==> src/rtl/s2p_cond.sv <==
// s2p_cond: 4-lane serial-to-parallel receiver.
// Each lane delivers one bit per enabled IN_CLK_s2p edge, MSB first. Byte
// alignment is found by sliding over lane 0 until COM_SYM appears, then
// confirmed by SYNC_COMS consecutive boundary-aligned COMs before words are
// emitted with a one-cycle OUT_VALID_s2p strobe.
// Optional feature: define S2P_REALIGN_EN to let an off-boundary COM seen while
// locked restart synchronisation at the new bit offset.
module s2p_cond #(
   parameter logic [7:0]  COM_SYM   = 8'hBC,
   parameter int unsigned SYNC_COMS = 4
) (
   input  logic       IN_CLK_s2p,
   input  logic       IN_RESET_s2p,
   input  logic       IN_ENB_s2p,
   input  logic [3:0] IN_LANE_s2p,
   output logic [7:0] OUT_LANE3_s2p,
   output logic [7:0] OUT_LANE2_s2p,
   output logic [7:0] OUT_LANE1_s2p,
   output logic [7:0] OUT_LANE0_s2p,
   output logic       OUT_VALID_s2p,
   output logic       OUT_ALIGNED_s2p
);

   typedef enum logic [1:0] {
      SEARCH,
      SYNC,
      LOCKED
   } state_t;

   state_t          state, state_nxt;
   logic [3:0][7:0] sr, sr_nxt;
   logic [3:0][7:0] nxt;
   logic [3:0][7:0] out_word, out_word_nxt;
   logic [2:0]      bit_cnt, bit_cnt_nxt;
   logic [3:0]      com_cnt, com_cnt_nxt;
   logic [4:0]      com_inc;
   logic            valid_q, valid_nxt;
   logic            aligned_q, aligned_nxt;
   logic            boundary;
   logic            com_hit;

   // Shift-register view including the bit being sampled on this edge
   always_comb begin
      for (int unsigned k = 0; k < 4; k++) begin
         nxt[k] = {sr[k][6:0], IN_LANE_s2p[k]};
      end
   end

   assign boundary = (bit_cnt == 3'd7);
   assign com_hit  = (nxt[0] == COM_SYM);
   assign com_inc  = {1'b0, com_cnt} + 5'd1;

   // State register; every field clears asynchronously on reset
   always_ff @(posedge IN_CLK_s2p or negedge IN_RESET_s2p) begin
      if (!IN_RESET_s2p) begin
         state     <= SEARCH;
         sr        <= '0;
         bit_cnt   <= '0;
         com_cnt   <= '0;
         out_word  <= '0;
         valid_q   <= 1'b0;
         aligned_q <= 1'b0;
      end else begin
         state     <= state_nxt;
         sr        <= sr_nxt;
         bit_cnt   <= bit_cnt_nxt;
         com_cnt   <= com_cnt_nxt;
         out_word  <= out_word_nxt;
         valid_q   <= valid_nxt;
         aligned_q <= aligned_nxt;
      end
   end

   // Alignment search, sync confirmation and word emission
   always_comb begin
      state_nxt    = state;
      sr_nxt       = sr;
      bit_cnt_nxt  = bit_cnt;
      com_cnt_nxt  = com_cnt;
      out_word_nxt = out_word;
      valid_nxt    = 1'b0;
      aligned_nxt  = aligned_q;

      if (IN_ENB_s2p) begin
         sr_nxt      = nxt;
         bit_cnt_nxt = bit_cnt + 3'd1;

         case (state)
            SEARCH: begin
               if (com_hit) begin
                  bit_cnt_nxt = '0;
                  com_cnt_nxt = 4'd1;
                  if (SYNC_COMS == 1) begin
                     state_nxt   = LOCKED;
                     aligned_nxt = 1'b1;
                  end else begin
                     state_nxt = SYNC;
                  end
               end
            end

            SYNC: begin
               if (boundary) begin
                  if (com_hit) begin
                     com_cnt_nxt = com_inc[3:0];
                     if (com_inc == 5'(SYNC_COMS)) begin
                        state_nxt   = LOCKED;
                        aligned_nxt = 1'b1;
                     end
                  end else begin
                     com_cnt_nxt = '0;
                     state_nxt   = SEARCH;
                  end
               end
            end

            LOCKED: begin
               if (boundary) begin
                  out_word_nxt = nxt;
                  valid_nxt    = 1'b1;
               end
`ifdef S2P_REALIGN_EN
               else if (com_hit) begin
                  bit_cnt_nxt = '0;
                  com_cnt_nxt = 4'd1;
                  // a single COM already satisfies lock: just shift the boundary
                  if (SYNC_COMS != 1) begin
                     state_nxt   = SYNC;
                     aligned_nxt = 1'b0;
                  end
               end
`endif
            end

            default: begin
               state_nxt = SEARCH;
            end
         endcase
      end
   end

   assign OUT_LANE3_s2p   = out_word[3];
   assign OUT_LANE2_s2p   = out_word[2];
   assign OUT_LANE1_s2p   = out_word[1];
   assign OUT_LANE0_s2p   = out_word[0];
   assign OUT_VALID_s2p   = valid_q;
   assign OUT_ALIGNED_s2p = aligned_q;

endmodule

==> config.mk <==
export PLATFORM = sky130hd
export DESIGN_NAME = s2p_cond
export DESIGN_NICKNAME = d
export VERILOG_FILES = /design/src/rtl/s2p_cond.sv
export SDC_FILE = /design/constraint.sdc
export NUM_CORES = 1
export LEC_CHECK = 0
export BUFFER_PORTS_ARGS = -buffer_cell sky130_fd_sc_hd__buf_2
export CAP_MARGIN = 20
export CORE_MARGIN = 5
export CORE_UTILIZATION = 56
export CTS_CLUSTER_DIAMETER = 80
export CTS_CLUSTER_SIZE = 24
export DETAILED_ROUTE_END_ITERATION = 8
export GPL_TIMING_DRIVEN = 0
export PLACE_DENSITY_LB_ADDON = 0.2
export SKIP_LAST_GASP = 1
export SLEW_MARGIN = 10
export SYNTH_ARGS = -nofsm -noshare
export SYNTH_HDL_FRONTEND = slang
export SYNTH_SLANG_ARGS = --single-unit
==> constraint.sdc <==
create_clock -name IN_CLK_s2p -period 1.8 [get_ports IN_CLK_s2p]
set_clock_uncertainty 0.1 [all_clocks]
set_input_delay 0.27 -clock IN_CLK_s2p [delete_from_list [all_inputs] [get_ports IN_CLK_s2p]]
set_output_delay 0.27 -clock IN_CLK_s2p [all_outputs]
set_load 0.02 [all_outputs]
# Word-level counts from Yosys, hierarchy flattened
# Index checks and enable logic that the tools add are counted.
[classes]
eq_ne = 8
bitwise_logic = 1
addsub = 2
reduce_logical = 6
mux = 14
[ops]
columns = ["operator", "n"]
rows = [
  ["2-to-1 mux 4 bit", 3],
  ["AND reduction 5 bit", 2],
  ["equality test 8 bit, second input constant", 1],
  ["2-to-1 mux 2 bit", 4],
  ["one-hot mux 4 bit (2 select lines)", 1],
  ["2-to-1 mux 3 bit", 2],
  ["one-hot mux 2 bit (3 select lines)", 1],
  ["adder 4 x 1 -> 5 bit, second input constant", 1],
  ["equality test 5 x 3 -> 1 bit, second input constant", 1],
  ["!= test 2 bit, second input constant", 2],
  ["AND reduction 4 bit", 1],
  ["adder 3 x 1 -> 3 bit, second input constant", 1],
  ["equality test 3 bit, second input constant", 1],
  ["2-to-1 mux 1 bit", 3],
  ["!= test 3 bit, second input constant", 1],
  ["AND reduction 3 bit", 1],
  ["equality test 2 x 1 -> 1 bit, second input constant", 1],
  ["equality test 2 bit, second input constant", 1],
  ["zero test 2 bit", 1],
  ["nonzero test 2 bit", 1],
  ["NOT 1 bit", 1],
]
[totals]
wordCells = 44
inputBits = 7
register_bits = 71

# Logic depth before layout (Yosys ltp)
# Gate-level depths: netlist of run 1.
[logic_depth]
depth_word = 6
mapped_depth = 7
depth_no_buf = 6

# Least setup slack after synthesis of run 1
# No wires, ideal clock.
[synth_path]
path_type = "reg2reg"
startpoint = "register bit_cnt[0]"
endpoint = "register com_cnt[0]"
setup_time_ps = 125
path_stages_with_launch = 6
t_required_ps = 1575
arrival_ps = 1362
path_slack_ps = 213
cell_sequence = "dfrtp_1 ha_1 ha_1 nand4b_1 and2_4 mux2_2"
[synth_between]
elab_chain_len = 3
[synth_rtl]
columns = ["element", "line", "text"]
rows = [
  ["start, declared", "34", "logic [2:0] bit_cnt, bit_cnt_nxt;"],
  ["start signal, assigned", "66", "bit_cnt <= bit_cnt_nxt;"],
  ["equality test 3 bit", "49", "assign boundary = (bit_cnt == 3'd7);"],
  ["!= test 2 bit (no source line)", "n/a", ""],
  ["AND reduction 4 bit (no source line)", "n/a", ""],
  ["end signal, assigned", "67", "com_cnt <= com_cnt_nxt;"],
  ["end, declared", "35", "logic [3:0] com_cnt, com_cnt_nxt;"],
]
# Every way passes these cells.
# A chain may end at the register's enable or synchronous reset.

# Worst setup path in the final report of run 1
[layout_path]
startpoint = "register sr, in the netlist nxt[1]"
endpoint = "register com_cnt[3]"
[layout_between]
elab_chain_len = 4
[layout_rtl]
columns = ["element", "line", "text"]
rows = [
  ["start, declared", "31", "logic [3:0][7:0] sr, sr_nxt;"],
  ["start signal, assigned", "65", "sr <= sr_nxt;"],
  ["equality test 8 bit (*)", "50", "assign com_hit = (nxt[0] == COM_SYM);"],
  ["2-to-1 mux 4 bit", "104", "if (com_hit) begin"],
  ["2-to-1 mux 4 bit", "103", "if (boundary) begin"],
  ["one-hot mux 4 bit (2 select lines)", "88", "case (state)"],
]
# Every way passes the cells marked *; elsewhere a longest branch is shown, timed or not. The select of a mux whose other input is x is not followed.

==> impl_results.md, run 1 <==
* Outcome: completed
* Largest net degree at the start of global routing at 58
* CP required at 1.92 ns
* IO Pins at 41
* Placed Instances at 358
* Pre-CTS setup slack at -0.149 ns
* Crit Path Class: reg -> reg
* Syn. warnings at 0
* Worst Hold Class: in -> reg
* DR vias/cell at 5.01
* Slack of the critical path at 0.114 ns
* Internal reg-to-reg setup slack at 0.11 ns
* Met2 WL at 2.53 mm
* Diode count at 0
* Clock sinks at 71
* Post-synthesis sequential area ratio at 63.1%
* Drc violations at 0
* Die W at 80.9 um
* CTS Buf Count at 9
* H-tree depth at 3
* Cells along the critical path: nor4b_4 > nand4_1 > and2_4 > a211o_1
* Netlist cell types at 26
* Worst-path fanout max at 4
* Fill count at 397
* Initial antenna violation count at 0
* Later-pin clock latency in the skew report at 0.33 ns
* Worst Setup End Kind: flop
* TritonCTS clock tree: built
* Async SR Flop Fraction at 100%
* HPWL after DPL at 3.58 mm
* Syn Inst Count at 250
* Hold_sp: IN_LANE_s2p[2]
* Area grow syn2layout at 18.6%
* Placer Congestion at 0.732
* Critical path startpoint category: flop
* Antenna Nets Post-Route at 0
* First-pass DRT Iterations at 4
* DR vias at 1883
* RSZ-0062 raised after global routing: false
* Synth Flop Type: dfrtp_1
* Hold EP: OUT_LANE2_s2p[0]$_DFFE_PN0P_
* DR top layer: met4
* Wirelength, routed at 5.30 mm
* Worst path slowest cell: dfrtp_1
* Post-route clock period utilization at 93.7%
* PwrDens at 1010 nW/um^2
* FF-to-FF End: com_cnt[3]$_DFFE_PN0P_
* Worst EP arrival at 1.80 ns
* Max cap viols at 0
* Worst VDD drop at 0.615 mV
* Root Driver: clkbuf_8
* Util after Layout at 69.3%
* Max Slew Vio Count at 0
* CTS clk-pin slew, worst paths at 0.07 ns
* Seq cells post-synth at 71
* Final net count at 316
* Final Setup Violations at 0
* Row Count at 25
* First-pass GRT wire length at 9.40 mm
* Die area at 6540 um^2
* Most common library cells after synthesis: 102 x nand2_1, 71 x dfrtp_1, 29 x mux2_2, 6 x buf_2
* Met1 WL at 2.47 mm
* Crit-path max cell delay at 0.44 ns
* DRT iter0 DRCs at 85
* Hold Vio Cnt, Final at 0
* Most common cell in the synthesized netlist: nand2_1
* Avg Cell Area, Syn at 11.3 um^2
* Maximum clock insertion buffer count at 2
* Non-filler cells, final at 376
* Die H at 80.9 um
* Final min period at 1.69 ns
* GRT overflow at 0
* Met3 WL post-DR at 222 um
* Leakage power at 0.00182 uW
* Synth top area share at 63.1%
* Core area at 4820 um^2
* All-Layer GR Usage at 19.3%
* Max Fclk at 593 MHz
* R2R depth at 4
* Syn Std Cell Area at 2820 um^2
* Slew @ Worst Pin at 0.461 ns
* Critical R2R Launch: nxt[1]$_DFFE_PN0P_
* Slew HR at 69.3%
* # port buffers at 40
* Syn nets at 260
* Number of global-route vias before repair at 1952
* Cell taking the most area after synthesis: dfrtp_1
* Initial Utilization at 58.4%
* Hold depth at 3
* WL/cell at 14.1 um
* Synth area leaders: dfrtp_1 63%, nand2_1 14%, mux2_2 12%, ha_1 1.3%, buf_2 1.1%
* Tot Pwr at 3370 uW
* EDFF count, synth at 0
* Layout cells sized above 1 at 32.0%
cell usage in the layout, fill, tap and decap left out, types with 2 or more instances in the layout:
cell | synthesis | layout
clkbuf_2 | 0 | 3
dfrtp_1 | 71 | 71
a211o_1 | 2 | 2
nand2b_1 | 2 | 2
nand4b_1 | 2 | 2
o21ai_0 | 4 | 4
buf_2 | 6 | 42
mux2_2 | 29 | 29
nor3b_1 | 2 | 2
a22o_1 | 2 | 2
buf_4 | 0 | 4
nand3_1 | 2 | 2
a21o_1 | 2 | 2
clkbuf_1 | 3 | 2
nand2_1 | 102 | 102
clkbuf_8 | 0 | 11
o22ai_1 | 2 | 2
inv_1 | 4 | 3
clkbuf_4 | 0 | 3
ha_1 | 3 | 2
nor2_1 | 3 | 3
cells by family after synthesis:
logic type / share of synthesized area [%]
AOI/OAI and AO/OA: 3.47
adders and majority gates: 1.33
buffers and inverters: 2.13
DFF: 63.1
muxes: 11.6
and+or+nand+nor: 18.4
what timing repair did:
action	CTS	global route
buffers inserted	3	0
hold buffers	1	0
gates cloned	0	0
hold endpoints to repair	14	0
setup endpoints to repair	31	14
gates resized for setup	4	4
pin swaps	1	0
critical path: cells and delay by family (launching register included):
family	cells	cell delay [ns]
DFF	1	0.44
AOI/OAI and AO/OA	1	0.28
and+or+nand+nor	3	0.75
stage by stage:
| step | hold WS [ns] | setup TNS [ns] | area (um^2) |
|---|---|---|---|
| 6_report | 0.0453 | 0 | 3340 |
| 5_1_grt | 0.0306 | 0 | 3340 |
| 4_1_cts | 0.0299 | 0 | 3330 |
| 3_5_place_dp | 0.0501 | -3.51 | 3130 |
| 3_3_place_gp | 0.336 | -1.99 | 3100 |
| 2_1_floorplan | -0.126 | 0 | 2820 |
state kept, by name, summed over array words and instances (netlist names):
name,flops
OUT_LANE1_s2p,8
state,2
com_cnt,4
OUT_ALIGNED_s2p,1
OUT_LANE2_s2p,8
OUT_LANE0_s2p,8
OUT_VALID_s2p,1
OUT_LANE3_s2p,8
nxt,28
bit_cnt,3
worst max-delay path by stage:
| stage | startpoint | to | slack, ns |
|---|---|---|---|
| 4_1_cts | bit_cnt[0]$_DFFE_PN0P_ | OUT_LANE0_s2p[4]$_DFFE_PN0P_ | 0.07 |
| 3_3_place_gp | bit_cnt[0]$_DFFE_PN0P_ | OUT_LANE2_s2p[1]$_DFFE_PN0P_ | -0.07 |
| 6_report | nxt[1]$_DFFE_PN0P_ | com_cnt[3]$_DFFE_PN0P_ | 0.11 |
| 3_5_place_dp | bit_cnt[0]$_DFFE_PN0P_ | OUT_LANE3_s2p[4]$_DFFE_PN0P_ | -0.15 |
| 5_1_grt | nxt[1]$_DFFE_PN0P_ | com_cnt[3]$_DFFE_PN0P_ | 0.007 |
| 2_1_floorplan | bit_cnt[0]$_DFFE_PN0P_ | com_cnt[0]$_DFFE_PN0P_ | 0.21 |
per-layer routing:
layer	GRT usage, %	vias up
met2	30.2	36
met3	5.76	7
met4	7.26	0
met1	25.4	906
met5	0	-
li1	-	934
final cells by class:
cell class | count | area (um^2) | area share, %
Tap cell | 67 | 83.8 | 2.51
Multi-Input combinational cell | 165 | 981 | 29.4
Clock buffer | 13 | 159 | 4.76
Inverter | 4 | 15.0 | 0.450
Buffer | 10 | 56.3 | 1.69
Timing Repair Buffer | 45 | 263 | 7.87
Sequential cell | 71 | 1780 | 53.2
Clock inverter | 1 | 5.00 | 0.150
power breakdown:
group / leakage [uW] / switching, uW / internal (uW)
logic: 0.000810 / 140 / 200
clock network: 0.0000854 / 536 / 560
registers: 0.000921 / 146 / 1790
Note: power is estimated with default switching activity, not from simulation.
==> run 2, diff against run 1 <==
BUFFER_PORTS_ARGS = unset   (was -buffer_cell sky130_fd_sc_hd__buf_2)
CORE_UTILIZATION = 62   (was 56)
DONT_BUFFER_PORTS = 1   (was unset)
==> impl_results.md, run 2 (synthesized netlist as in run 1, its figures left out) <==
* PwrDens at 1180 nW/um^2
* Worst VDD drop at 0.692 mV
* DR vias at 1777
* Max reg flops at 28
* IO Pins at 41
* Crit Path Class: reg -> reg
* Wirelength, routed at 5.44 mm
* Drc violations at 0
* Antenna Nets Post-Route at 0
* Placer Congestion at 0.744
* Initial antenna violation count at 0
* CP required at 1.92 ns
* DR vias/cell at 5.48
* Slew @ Worst Pin at 0.462 ns
* WL/cell at 16.8 um
* Largest net degree at the start of global routing at 72
* Die area at 5990 um^2
* Most frequent cells in the layout: 102 x nand2_1, 71 x dfrtp_1, 29 x mux2_2
* Non-filler cells, final at 324
* Worst path slowest cell: dfrtp_1
* Most common cell after layout, fill and taps aside: nand2_1
* TritonCTS clock tree: built
* Bufs and invs on worst path at 0
* H-tree depth at 3
* First-pass GRT wire length at 9.25 mm
* CTS Buf Count at 9
* Critical path startpoint category: flop
* GRT overflow at 0
* Number of global-route vias before repair at 1813
* Cells along the critical path: nor4b_4 > nand4_1 > and2_4 > a211o_1
* Crit-path max cell delay at 0.45 ns
* Root Driver: clkbuf_8
* Maximum clock insertion buffer count at 2
* RSZ-0062 raised after global routing: true
* Later-pin clock latency in the skew report at 0.34 ns
* Die W at 77.4 um
* Max cap viols at 0
* Slew HR at 69.2%
* Leakage power at 0.00164 uW
* Fill count at 286
* Worst-path fanout max at 4
* # port buffers at 0
* Worst EP arrival at 1.87 ns
* Fin Hold WS at -0.483 ns
* Placed Instances at 302
* Crit path max-delay family: simple AND/OR/NAND/NOR gates
* Layout cells sized above 1 at 22.4%
* Clock sinks at 71
* CTS clk-pin slew, worst paths at 0.07 ns
* Die H at 77.4 um
* Worst Hold Class: in -> async
* All-Layer GR Usage at 19.9%
* Row Count at 24
* Final net count at 277
* First-pass DRT Iterations at 4
* Post-CTS Hold Buffers at 4
* Initial Utilization at 64.2%
* Hold Vio Cnt, Final at 71
* Area grow syn2layout at 13.5%
* Final min period at 1.75 ns
* DRT iter0 DRCs at 146
* Diode count at 0
* Post-route clock period utilization at 97.1%
* Max Slew Vio Count at 0
* Outcome: complete, but fails checks
* Worst Setup End Kind: flop
* Final Setup Violations at 0
* Core area at 4380 um^2
* HPWL after DPL at 3.21 mm
* Failing checks: hold timing
* Max Fclk at 572 MHz
run 2: through the flow:
| step | utilization (%) | worst slack, ns | total power, uW | instance area (um^2) | TNS, ns |
|---|---|---|---|---|---|
| 3_3_place_gp | 65.7 | -0.0540 | 2220 | 2880 | -0.795 |
| 2_1_floorplan | - | 0.213 | 2170 | 2820 | 0 |
| 3_5_place_dp | 65.7 | -0.156 | 2240 | 2880 | -1.75 |
| 5_1_grt | 72.9 | -0.0122 | 3940 | 3190 | -0.0180 |
| 4_1_cts | 72.6 | 0.0534 | 3780 | 3180 | 0 |
| 6_report | 72.9 | 0.0517 | 3770 | 3190 | 0 |
run 2: final timing paths:
path	from	end	slack, ns	cells after the start
setup / recovery	nxt[1]$_DFFE_PN0P_	com_cnt[3]$_DFFE_PN0P_	0.05	4
hold / removal	IN_RESET_s2p	OUT_VALID_s2p$_DFF_PN0_	-0.48	0
setup reg to reg	nxt[1]$_DFFE_PN0P_	com_cnt[3]$_DFFE_PN0P_	0.05	4
hold reg to reg	nxt[31]$_DFFE_PN0P_	OUT_LANE3_s2p[7]$_DFFE_PN0P_	0.37	2
max in group asynchronous	IN_RESET_s2p	OUT_LANE1_s2p[4]$_DFFE_PN0P_	1.99	0
min in group IN_CLK_s2p	IN_LANE_s2p[0]	bit_cnt[2]$_DFFE_PN0P_	0.19	4
run 2: final cells by class:
type                    count  area, um^2  area share, %
plain buffers              10        56.3           1.76
clock buffers              10         138           4.31
clock inverters             6         108           3.37
inverters                   4        15.0          0.470
multi-input cells         165         981           30.7
flip-flops and latches     71        1780           55.6
well taps                  52        65.1           2.04
repair buffers              6        55.1           1.72
run 2: timing repair:
action | CTS | global route
setup buffers | 2 | 0
endpoints found under the hold margin | 79 | 71
resized for setup | 4 | 6
setup endpoints to repair | 30 | 29
pin swaps | 1 | 0
run 2: per-layer routing:
metal	global-route usage (%)	vias up	routed length, um
met2	30.6	32	2740
met3	7.75	10	278
met4	8.76	0	87
met5	0	-	0
li1	-	859	-
met1	25.2	876	2330
run 2: where the power goes:
part           switching [uW]  internal [uW]
sequential                151           1790
clock                     586            953
combinational             107            191
==> run 3, diff against run 2 <==
ABC_AREA = 1   (was unset)
HOLD_SLACK_MARGIN = 0.03   (was unset)
==> impl_results.md, run 3 <==
* Outcome: complete, but fails checks
* Failing checks: hold timing
* Final net count at 332
* Post-route clock period utilization at 93.7%
* Area of the multi-input gates at 996 um^2
* Core area at 4720 um^2
* Most common library cells after synthesis: 97 x nand2_1, 71 x dfrtp_1, 33 x inv_1, 29 x o21ai_0, 29 x o21ai_2
* Syn. warnings at 0
* Worst Setup SP: bit_cnt[0]$_DFFE_PN0P_
* EDFF count, synth at 0
* Worst VDD drop at 0.559 mV
* Initial Utilization at 63.7%
* Worst-path fanout max at 10
* Cell taking the most area after synthesis: dfrtp_1
* Slew HR at 68.2%
* CTS clk-pin slew, worst paths at 0.07 ns
* Crit path max-delay family: flip-flops
* Number of global-route vias before repair at 2138
* Max Slew Vio Count at 0
* Antenna Nets Post-Route at 0
* Max cap viols at 0
* Tot Pwr at 3270 uW
* DR top layer: met4
* Most common cell in the synthesized netlist: nand2_1
* WL/cell at 14.4 um
* DP Area at 3090 um^2
* Critical path startpoint category: flop
* CP Depth at 8
* Diode count at 0
* Post-CTS Hold Buffers at 4
* Layout cells sized above 1 at 19.1%
* Row Count at 25
* Max reg flops at 28
* Fill count at 358
* Die H at 79.7 um
* Final Setup Violations at 0
* Crit-path max cell delay at 0.38 ns
* Setup TNS Final at 0 ns
* DRT iter0 DRCs at 169
* Die W at 79.7 um
* All-Layer GR Usage at 21.4%
* Slew @ Worst Pin at 0.476 ns
* DR vias/cell at 5.08
* Initial antenna violation count at 0
* R2R depth at 8
* Syn nets at 317
* First-pass DRT Iterations at 4
* Critical R2R Launch: bit_cnt[0]$_DFFE_PN0P_
* TritonCTS clock tree: built
* Worst EP arrival at 1.81 ns
* DR vias at 1993
* Met1 WL at 2.55 mm
* Leakage power at 0.00159 uW
* Later-pin clock latency in the skew report at 0.34 ns
* Drc violations at 0
* Clock sinks at 71
* Wirelength, routed at 5.64 mm
* # port buffers at 0
* Internal reg-to-reg setup slack at 0.11 ns
* Async SR Flop Fraction at 100%
* Crit Path Class: reg -> reg
* GRT overflow at 0
* Synth Flop Type: dfrtp_1
* Synth area leaders: dfrtp_1 59%, nand2_1 12%, o21ai_2 8.4%, o21ai_0 4.8%, inv_1 4.1%
* Worst Hold Class: in -> async
* Die area at 6340 um^2
* Netlist cell types at 24
* Most common cell after layout, fill and taps aside: nand2_1
* CTS Buf Count at 9
* First-pass GRT wire length at 10.1 mm
* Syn Std Cell Area at 3010 um^2
* Slack of the critical path at 0.113 ns
* FF-to-FF End: OUT_LANE3_s2p[6]$_DFFE_PN0P_
* Most frequent cells in the layout: 97 x nand2_1, 71 x dfrtp_1, 33 x inv_1
* H-tree depth at 3
* Largest net degree at the start of global routing at 72
* CP required at 1.93 ns
* Max Fclk at 593 MHz
* Syn Inst Count at 307
* Area grow syn2layout at 9.57%
* CP dominant cell by count: ha_1
* Avg Cell Area, Syn at 9.80 um^2
* Bufs and invs on worst path at 2
* IO Pins at 41
* Pre-CTS setup slack at 0.0935 ns
* Root Driver: clkbuf_8
* Post-synthesis sequential area ratio at 59.1%
* HPWL after DPL at 3.91 mm
* Fin Hold WS at -0.478 ns
* Synth top area share at 59.1%
* Register area at 1780 um^2
* Worst path slowest cell: dfrtp_1
* Maximum clock insertion buffer count at 2
* Cell area after layout at 3300 um^2
* Worst Setup End Kind: flop
* Met3 WL post-DR at 307 um
* Met2 WL at 2.67 mm
* RSZ-0062 raised after global routing: false
* Setup bufs post-CTS at 0
* Seq cells post-synth at 71
* PwrDens at 993 nW/um^2
* Cells along the critical path: ha_1 > ha_1 > nand2_2 > nor2_4 > inv_4 > buf_6 > nand2_1 > o21ai_2
* Hold Vio Cnt, Final at 71
* Worst setup path endpoint: OUT_LANE3_s2p[6]$_DFFE_PN0P_
* Final min period at 1.69 ns
* Placer Congestion at 0.764
run 3: cell count changes after synthesis, sizes merged, moves of 3 or more:
cell    change
mux2       -29
o21ai      +57
nor2        +3
clkbuf      +3
nand3       +8
inv        +32
run 3: worst min path at each step:
stage                       from                            to  cells past startpoint
floorplan           IN_RESET_s2p   OUT_ALIGNED_s2p$_DFFE_PN0P_                      0
global placement    IN_RESET_s2p  OUT_LANE1_s2p[5]$_DFFE_PN0P_                      0
detailed placement  IN_RESET_s2p  OUT_LANE1_s2p[4]$_DFFE_PN0P_                      0
CTS                 IN_RESET_s2p  OUT_LANE0_s2p[3]$_DFFE_PN0P_                      0
global route        IN_RESET_s2p  OUT_LANE1_s2p[0]$_DFFE_PN0P_                      0
finish              IN_RESET_s2p  OUT_LANE0_s2p[3]$_DFFE_PN0P_                      0
run 3: through the flow:
step,cells,util [%]
6_report,392,69.8
5_1_grt,392,69.8
4_1_cts,392,69.8
3_5_place_dp,374,65.5
3_3_place_gp,374,65.5
2_1_floorplan,307,-
run 3: layout make-up:
class | instances | area share (%)
plain buffers | 13 | 2.96
clock buffers | 13 | 4.82
clock inverters | 1 | 0.152
inverters | 36 | 4.18
multi-input cells | 187 | 30.2
flip-flops and latches | 71 | 53.9
well taps | 67 | 2.54
repair buffers | 4 | 1.21
run 3: per-layer routing:
metal	vias to the layer above	track usage (%)
met5	-	0
met4	0	9.79
met3	10	5.64
met2	42	34.0
met1	948	27.6
li1	993	-
run 3: what timing repair did:
action | 4_1_cts | 5_1_grt
endpoints found under the setup margin | 0 | 1
resized for setup | 0 | 0
endpoints found under the hold margin | 79 | 71
run 3: report_power, final:
group,internal (uW),leakage (uW),switching [uW]
logic,124,0.000559,246
clock network,559,0.0000854,534
registers,1720,0.000948,86.7
total,2410,0.00159,866
run 3: cells by family (layout without fill, tap and decap cells):
kind of cell	after synthesis	after routing	synth area share [%]
adders and majority gates	3	3	1.25
and+or+nand+nor	120	120	17.3
DFF	71	71	59.1
buffers and inverters	49	67	7.82
AOI/OAI and AO/OA	64	64	14.6
